File: config.mk
export PLATFORM = sky130hd
export DESIGN_NAME = a1335_angle_tracker
export DESIGN_NICKNAME = d
export VERILOG_FILES = /design/src/rtl/a1335_angle_tracker.sv
export SDC_FILE = /design/constraint.sdc
export NUM_CORES = 1
export LEC_CHECK = 0
export ABC_CLOCK_PERIOD_IN_PS = 4500
export BUFFER_PORTS_ARGS = -buffer_cell sky130_fd_sc_hd__buf_2
export CAP_MARGIN = 30
export CORE_MARGIN = 5
export CORE_UTILIZATION = 53
export CTS_CLUSTER_SIZE = 24
export DETAILED_ROUTE_END_ITERATION = 12
export PLACE_DENSITY = 0.77
export RECOVER_POWER = 25
export SYNTH_ARGS = -nofsm -noshare
export SYNTH_HDL_FRONTEND = slang
export SYNTH_SLANG_ARGS = --single-unit
File: constraint.sdc
create_clock -name clock -period 4.5 [get_ports clock]
set_input_delay 0.225 -clock clock [delete_from_list [all_inputs] [get_ports clock]]
set_output_delay 0.225 -clock clock [all_outputs]
set_load 0.1 [all_outputs]
File: src/rtl/a1335_angle_tracker.sv
// Polls the A1335 angle reader at a fixed rate and unwraps the 12-bit absolute
// angle into a signed 32-bit multi-turn position and a per-sample velocity.
module a1335_angle_tracker #(
  parameter int CLOCK_FREQ     = 50000000,
  parameter int UPDATE_FREQ    = 1000,
  parameter int TIMEOUT_CYCLES = 500000
) (
  input  logic        clock,
  input  logic        reset_n,
  input  logic        enable,
  input  logic        zero_request,
  output logic        read_angle,
  input  logic        done,
  input  logic [11:0] angle,
  input  logic        ack_error,
  output logic [31:0] position,
  output logic [15:0] velocity,
  output logic        sample_valid,
  output logic [31:0] sample_count,
  output logic [15:0] error_count,
  output logic        timeout
);

  localparam int PERIOD = CLOCK_FREQ / UPDATE_FREQ;
  localparam int PW     = $clog2(PERIOD);
  localparam int TW     = $clog2(TIMEOUT_CYCLES + 1);

  typedef enum logic [2:0] {
    IDLE, TRIGGER, WAIT_BUSY, WAIT_DONE, UPDATE, ERROR
  } state_t;

  state_t        state, next_state;
  logic [PW-1:0] period_cnt;
  logic          tick_pending;
  logic          tick_clear;
  logic [TW-1:0] tmo_cnt;
  logic          tmo_hit;
  logic [11:0]   angle_lat;
  logic          ack_lat;
  logic [11:0]   prev_angle;
  logic [11:0]   delta;
  logic          first;
  logic          zero_pending;
  logic          enable_d;

  assign tmo_hit = (tmo_cnt == TW'(TIMEOUT_CYCLES));
  assign delta   = angle_lat - prev_angle;

  always_ff @(posedge clock or negedge reset_n) begin
    if (!reset_n) state <= IDLE;
    else          state <= next_state;
  end

  always_comb begin
    next_state = state;
    read_angle = 1'b0;
    tick_clear = 1'b0;
    case (state)
      IDLE: begin
        if (enable && tick_pending && done) begin
          next_state = TRIGGER;
          tick_clear = 1'b1;
        end
      end
      TRIGGER: begin
        read_angle = 1'b1;
        next_state = WAIT_BUSY;
      end
      WAIT_BUSY: begin
        if (!done)        next_state = WAIT_DONE;
        else if (tmo_hit) next_state = ERROR;
      end
      WAIT_DONE: begin
        if (done)         next_state = UPDATE;
        else if (tmo_hit) next_state = ERROR;
      end
      UPDATE:  next_state = IDLE;
      ERROR:   next_state = IDLE;
      default: next_state = IDLE;
    endcase
  end

  // A tick arriving while one is still pending is simply absorbed.
  always_ff @(posedge clock or negedge reset_n) begin
    if (!reset_n) begin
      period_cnt   <= '0;
      tick_pending <= 1'b0;
    end else if (!enable) begin
      period_cnt   <= '0;
      tick_pending <= 1'b0;
    end else if (period_cnt == PW'(PERIOD - 1)) begin
      period_cnt   <= '0;
      tick_pending <= 1'b1;
    end else begin
      period_cnt <= period_cnt + 1'b1;
      if (tick_clear) tick_pending <= 1'b0;
    end
  end

  always_ff @(posedge clock or negedge reset_n) begin
    if (!reset_n) begin
      tmo_cnt <= '0;
    end else if (state == TRIGGER || (state == WAIT_BUSY && !done)) begin
      tmo_cnt <= '0;
    end else if (state == WAIT_BUSY || state == WAIT_DONE) begin
      tmo_cnt <= tmo_cnt + 1'b1;
    end
  end

  // Reader data is captured on the done edge so later changes cannot corrupt it.
  always_ff @(posedge clock or negedge reset_n) begin
    if (!reset_n) begin
      angle_lat <= '0;
      ack_lat   <= 1'b0;
    end else if (state == WAIT_DONE && done) begin
      angle_lat <= angle;
      ack_lat   <= ack_error;
    end
  end

  always_ff @(posedge clock or negedge reset_n) begin
    if (!reset_n) begin
      position     <= '0;
      velocity     <= '0;
      sample_valid <= 1'b0;
      sample_count <= '0;
      error_count  <= '0;
      timeout      <= 1'b0;
      prev_angle   <= '0;
      first        <= 1'b1;
      zero_pending <= 1'b0;
      enable_d     <= 1'b0;
    end else begin
      sample_valid <= 1'b0;
      enable_d     <= enable;
      if (zero_request) zero_pending <= 1'b1;

      if (state == UPDATE) begin
        if (ack_lat) begin
          if (error_count != 16'hFFFF) error_count <= error_count + 16'd1;
        end else begin
          prev_angle   <= angle_lat;
          sample_count <= sample_count + 32'd1;
          sample_valid <= 1'b1;
          if (first) begin
            position <= '0;
            velocity <= '0;
            first    <= 1'b0;
          end else if (zero_pending || zero_request) begin
            position     <= '0;
            velocity     <= {{4{delta[11]}}, delta};
            zero_pending <= 1'b0;
          end else begin
            position <= position + {{20{delta[11]}}, delta};
            velocity <= {{4{delta[11]}}, delta};
          end
        end
      end

      if (state == ERROR) begin
        timeout <= 1'b1;
        if (error_count != 16'hFFFF) error_count <= error_count + 16'd1;
      end

      // Re-enabling restarts unwrapping so no turn is counted across the gap.
      if (enable && !enable_d) first <= 1'b1;
    end
  end

endmodule

# Word-level counts from Yosys, hierarchy flattened
# Cells that the tools add are included.
# totals
reg_bits,165
latchBits,0
mem_bits_rw,0
romBits,0
in_bits,18
out_inout_bits,99
word_cells,82
memories,0
# classes
add_sub_neg,6
n_mul,0
n_div,0
order_cmp,0
eq_ne,11
shift,0
mux,33
bitwise_logic,1
reduce_logical,15
# ops
op,n
$mux W16,8
$mux W32,2
$mux W19,2
$add A16 B1 Y16 const B,2
$add A32 B1 Y32 const B,1
$add A32 B32 Y32,1
$add A19 B1 Y19 const B,1
$eq A19 B19 Y1 const B,1
$eq A16 B16 Y1 const B,1
$mux W1,16
$ne A16 B16 Y1 const B,1
$mux W3,4
$pmux W3 S4,1
$sub A12 B12 Y12,1
$eq A3 B2 Y1 const B,2
$eq A3 B3 Y1 const B,2
$logic_and A1 B1 Y1,5
$reduce_and A2 Y1,2
$reduce_bool A2 Y1,2
$eq A3 B1 Y1 const B,1
$logic_not A3 Y1,1
$logic_or A1 B1 Y1,3
$ne A3 B1 Y1 const B,1
$logic_not A1 Y1,2
other kinds (3),3

# Longest topological paths before layout
# depth
word_depth,7
depth_mapped,20
depth_no_buf,20

# Worst setup path before layout
# No wires, ideal clock.
# synth_timing
path_kind,register to register
start,register angle_lat[1]
end,register position[31]
setup_ns,0.071
t_arrival_ns,4.638
t_required_ns,4.429
slack_ns,-0.209
stages_incl_launch_ff,16
path_buffers,0
synth_period_minus_slack_ns,4.709
path_cell_list,dfrtp_1 ha_1 nor2b_1 o31ai_1 a211o_1 a31oi_1 xnor2_1 ha_1 a21o_1 a21o_1 a2111oi_0 o311ai_0 a21oi_2 xor2_1 or3_1 nand3_1
# synth_via
elab_chain_len,4
# synth_rtl
element,line_no,rtl
start: declaration,38,logic [11:0] angle_lat;
start signal: assignment,116,angle_lat <= angle;
$sub A12 B12 Y12,47,assign delta = angle_lat - prev_angle;
$add A32 B32 Y32,154,"position <= position + {{20{delta[11]}}, delta};"
$mux W32,149,end else if (zero_pending || zero_request) begin
$mux W32,145,if (first) begin
end signal: assignment,154,
end: declaration,16,"output logic [31:0] position,"
# No other way between the ends.
# A chain may end at the register's enable or synchronous reset.

# Final worst setup path
# layout_timing
start,register angle_lat[0]
end,register position[16]
# The elaborated chain is that of the path after synthesis.

==> key figures <==
Setup path
  – R2R depth: 20
  – WP data arrival: ~4.6 ns
  – Critical Path Source Type: register
  – Crit end category: register
  – Crit-path max FO: 6
  – R2r setup slk: around 0.15 ns
  – Critical path data required time: 4.77 ns
  – Crit path kind: register to register
  – FF-to-FF Start: angle_lat[0]
  – Critical R2R Capture: position[16]

Timing
  – # setup viols final: 0
  – Setup_tns: 0 ns
  – Fmax achieved: 230.1 MHz
  – Period utilization: a little over nine tenths
  – Max-slew headroom: -51.41%
  – Tmin final: 4.346 ns
  – Worst Max-Slew Pin Slew: approximately 2.3 ns
  – Fin. Hold Viols: 0
  – Final count of pins violating max slew: a little over 90
  – RSZ-0062 raised after global routing: true
  – Layout Skew: between 0.01 and 0.015 ns
  – Final WS setup: around 0.15 ns

Yosys
  – Post-synth top flop: dfrtp_1
  – Unique masters post-synth: 69
  – Post-synthesis sequential area ratio: about 46%
  – Cells after synthesis: around 900
  – Post-synth ARST share: 100.0%
  – Post-synth EDFFs: 0
  – Most numerous cell in the Yosys netlist: dfrtp_1
  – Syn_area_per_cell: 9.864 um2
  – Synth Cell Area: between 8000 and 9000 um2
  – List of most frequent post-synthesis cells: dfrtp_1 (160), nand2_1 (109), nor2_1 (78)
  – Synth area leader: dfrtp_1
  – Flops & latches, synth: ~160
  – Synth top area share: a little under half
  – Mapped Nets: 967
  – Top post-synthesis cells by area: dfrtp_1 (45%), ha_1 (7.2%), xnor2_1 (5.8%)
  – Number of synthesis warnings: 0

Clock tree
  – Clk pin slew, worst setup/hold paths: roughly 0.070 ns
  – Sink Count: between 150 and 200
  – Clk_lat worst skew: ~0.43 ns
  – Total CTS buffers: 17
  – Max clock buf depth: 2
  – CTS tree: done
  – H-tree levels: 4
  – CTS root buf: clkbuf_16

Detailed routing
  – Drt pass-1 iters: 5
  – DR iter-0 viols: about 420
  – Vias/cell: around 5.5
  – Wire per inst: roughly 16 um
  – Via count: 6926
  – Final antenna-violating net count: 0
  – # DRC: 0
  – WL final: around 20000 um

Outcome
  – Failing checks: capacitance limit, slew limit
  – Run status: complete, but fails checks

Placement
  – Worst slack at placement: about 0.029 ns
  – Placed cell area: a little under 10000 um2
  – I/O Buffers: ~120
  – Final GP Congestion: 0.8812
  – Post-DP HPWL: 13890 um

Die
  – Die area: slightly below 20000 um2
  – Row Count: 47
  – Die Ht: around 140 um
  – Initial Util: approximately 54%
  – IO Count: 117
  – Core box area: around 16000 um2
  – Die Width: approximately 140 um

Global route
  – Overflow after GRT: 0
  – Gr usage total: ~21%
  – Pin count of the biggest net entering global routing: between 90 and 100
  – First-pass GRT wire length: ~33000 um
  – Antenna violations before repair: 1
  – Vias in the first global route: about 7000

Finish
  – Synthesis-to-layout area growth: 17.64%
  – Final net count: approximately 1100
  – # fillers: between 1000 and 1500
  – Design area: 10400 um2
  – Layout cells sized above 1: between 10% and 20%

Worst hold path
  – Hold depth: 2
  – Hold endpoint: angle_lat[3]
  – Type of the most critical hold path: primary input to register
  – Hold_sp: angle[3]

Flow run
  – Max-cap violations: 1
sequential cells by signal, indices dropped and copies added, names as in the netlist, 3 cells and up:
name          flops
state             3
error_count      16
position         32
period_cnt       16
prev_angle       12
sample_count     32
velocity         12
angle_lat        12
tmo_cnt          19
worst max-delay path, cell delays in order, from the launching register on:
cell	delay (ns)
dfrtp_1	0.37
inv_1	0.07
ha_2	0.17
inv_1	0.05
fa_2	0.36
a21o_1	0.18
a21oi_2	0.13
nor2b_1	0.06
o21a_1	0.20
o41ai_4	0.33
buf_4	0.18
xnor2_2	0.12
ha_2	0.34
and3_4	0.21
a221o_1	0.31
and3_4	0.18
a21oi_2	0.08
or4b_4	0.48
a21oi_4	0.14
xor2_1	0.15
o21ai_1	0.07
final cells by class:
class / count / area (um2) / area share, %
multi-input combinational: 686 / 4669 / 44.91
sequential: 161 / 4030 / 38.76
inverter: 26 / 97.59 / 0.9386
antenna: 1 / 2.502 / 0.02407
clock inverter: 14 / 203.9 / 1.961
clock buffer: 18 / 429.2 / 4.128
timing repair buffer: 129 / 689.4 / 6.631
tap: 220 / 275.3 / 2.647
metrics by stage:
stage	utilization [%]	hold WS, ns	cells
floorplan	-	-0.07059	896
global placement	58.67	0.3599	1215
detailed placement	58.72	0.3709	1216
CTS	62.68	0.01305	1250
global route	63.15	0.02412	1255
finish	63.15	0.02878	1255
how the worst max path moves through the flow:
stage | from | to | slack, ns | depth (start not counted)
final | angle_lat[0] | position[16] | 0.15 | 20
after global placement | angle_lat[0] | position[16] | 0.1 | 20
after detailed placement | angle_lat[0] | position[16] | 0.03 | 20
after floorplan | angle_lat[0] | position[16] | 0.25 | 20
after CTS | angle_lat[0] | position[16] | 0.0003 | 20
after global routing | angle_lat[0] | position[16] | -0.07 | 20
per-layer routing:
metal | share of wire, % | global-route usage (%)
met1 | 45 | 27.08
met2 | 48 | 33.98
met3 | 5.1 | 4.724
met4 | 1.5 | 6.334
met5 | 0 | 0
cells by family after synthesis:
| family | after synthesis | synth area share (%) |
|---|---|---|
| AO/OA/AOI/OAI | 177 | 13.39 |
| XOR/XNOR | 110 | 10.90 |
| adder cells (fa/ha/maj) | 54 | 7.786 |
| buffers and inverters | 49 | 2.293 |
| flip-flops | 161 | 45.60 |
| multiplexers | 17 | 2.138 |
| AND/OR/NAND/NOR | 328 | 17.89 |
cell usage in the layout (no fill, tap or decap), types with 3 or more instances in the layout:
cell type,count
nor4b_1,3
nand2_1,109
o21ai_1,13
a22o_1,13
o22ai_1,3
a31oi_1,6
dfrtp_1,160
nor4_1,4
clkbuf_1,6
nand3_1,42
xor2_1,51
nor3_2,5
buf_4,10
inv_6,3
nand2b_1,4
or2_2,4
bufinv_16,4
a21oi_2,3
o21ai_0,45
and4_1,6
nor2_1,78
nand2_2,3
nor3_1,8
or3_1,7
buf_2,110
ha_1,49
nand4_1,17
inv_1,25
a21o_1,17
mux2_2,15
nor2b_1,9
a211oi_1,4
o21a_1,6
and2_1,5
clkbuf_16,17
a21oi_1,38
xnor2_1,57
o31ai_1,5
and3_1,14
repair_timing:
action / in CTS / in global routing
resized for setup: 0 / 13
hold endpoints to repair: 89 / 0
buffers inserted: 0 / 4
hold buffers: 2 / 0
setup endpoints to repair: 0 / 15
Power is not shown: default switching activity piles up to over one toggle a cycle in this logic, so the estimate is an artifact.
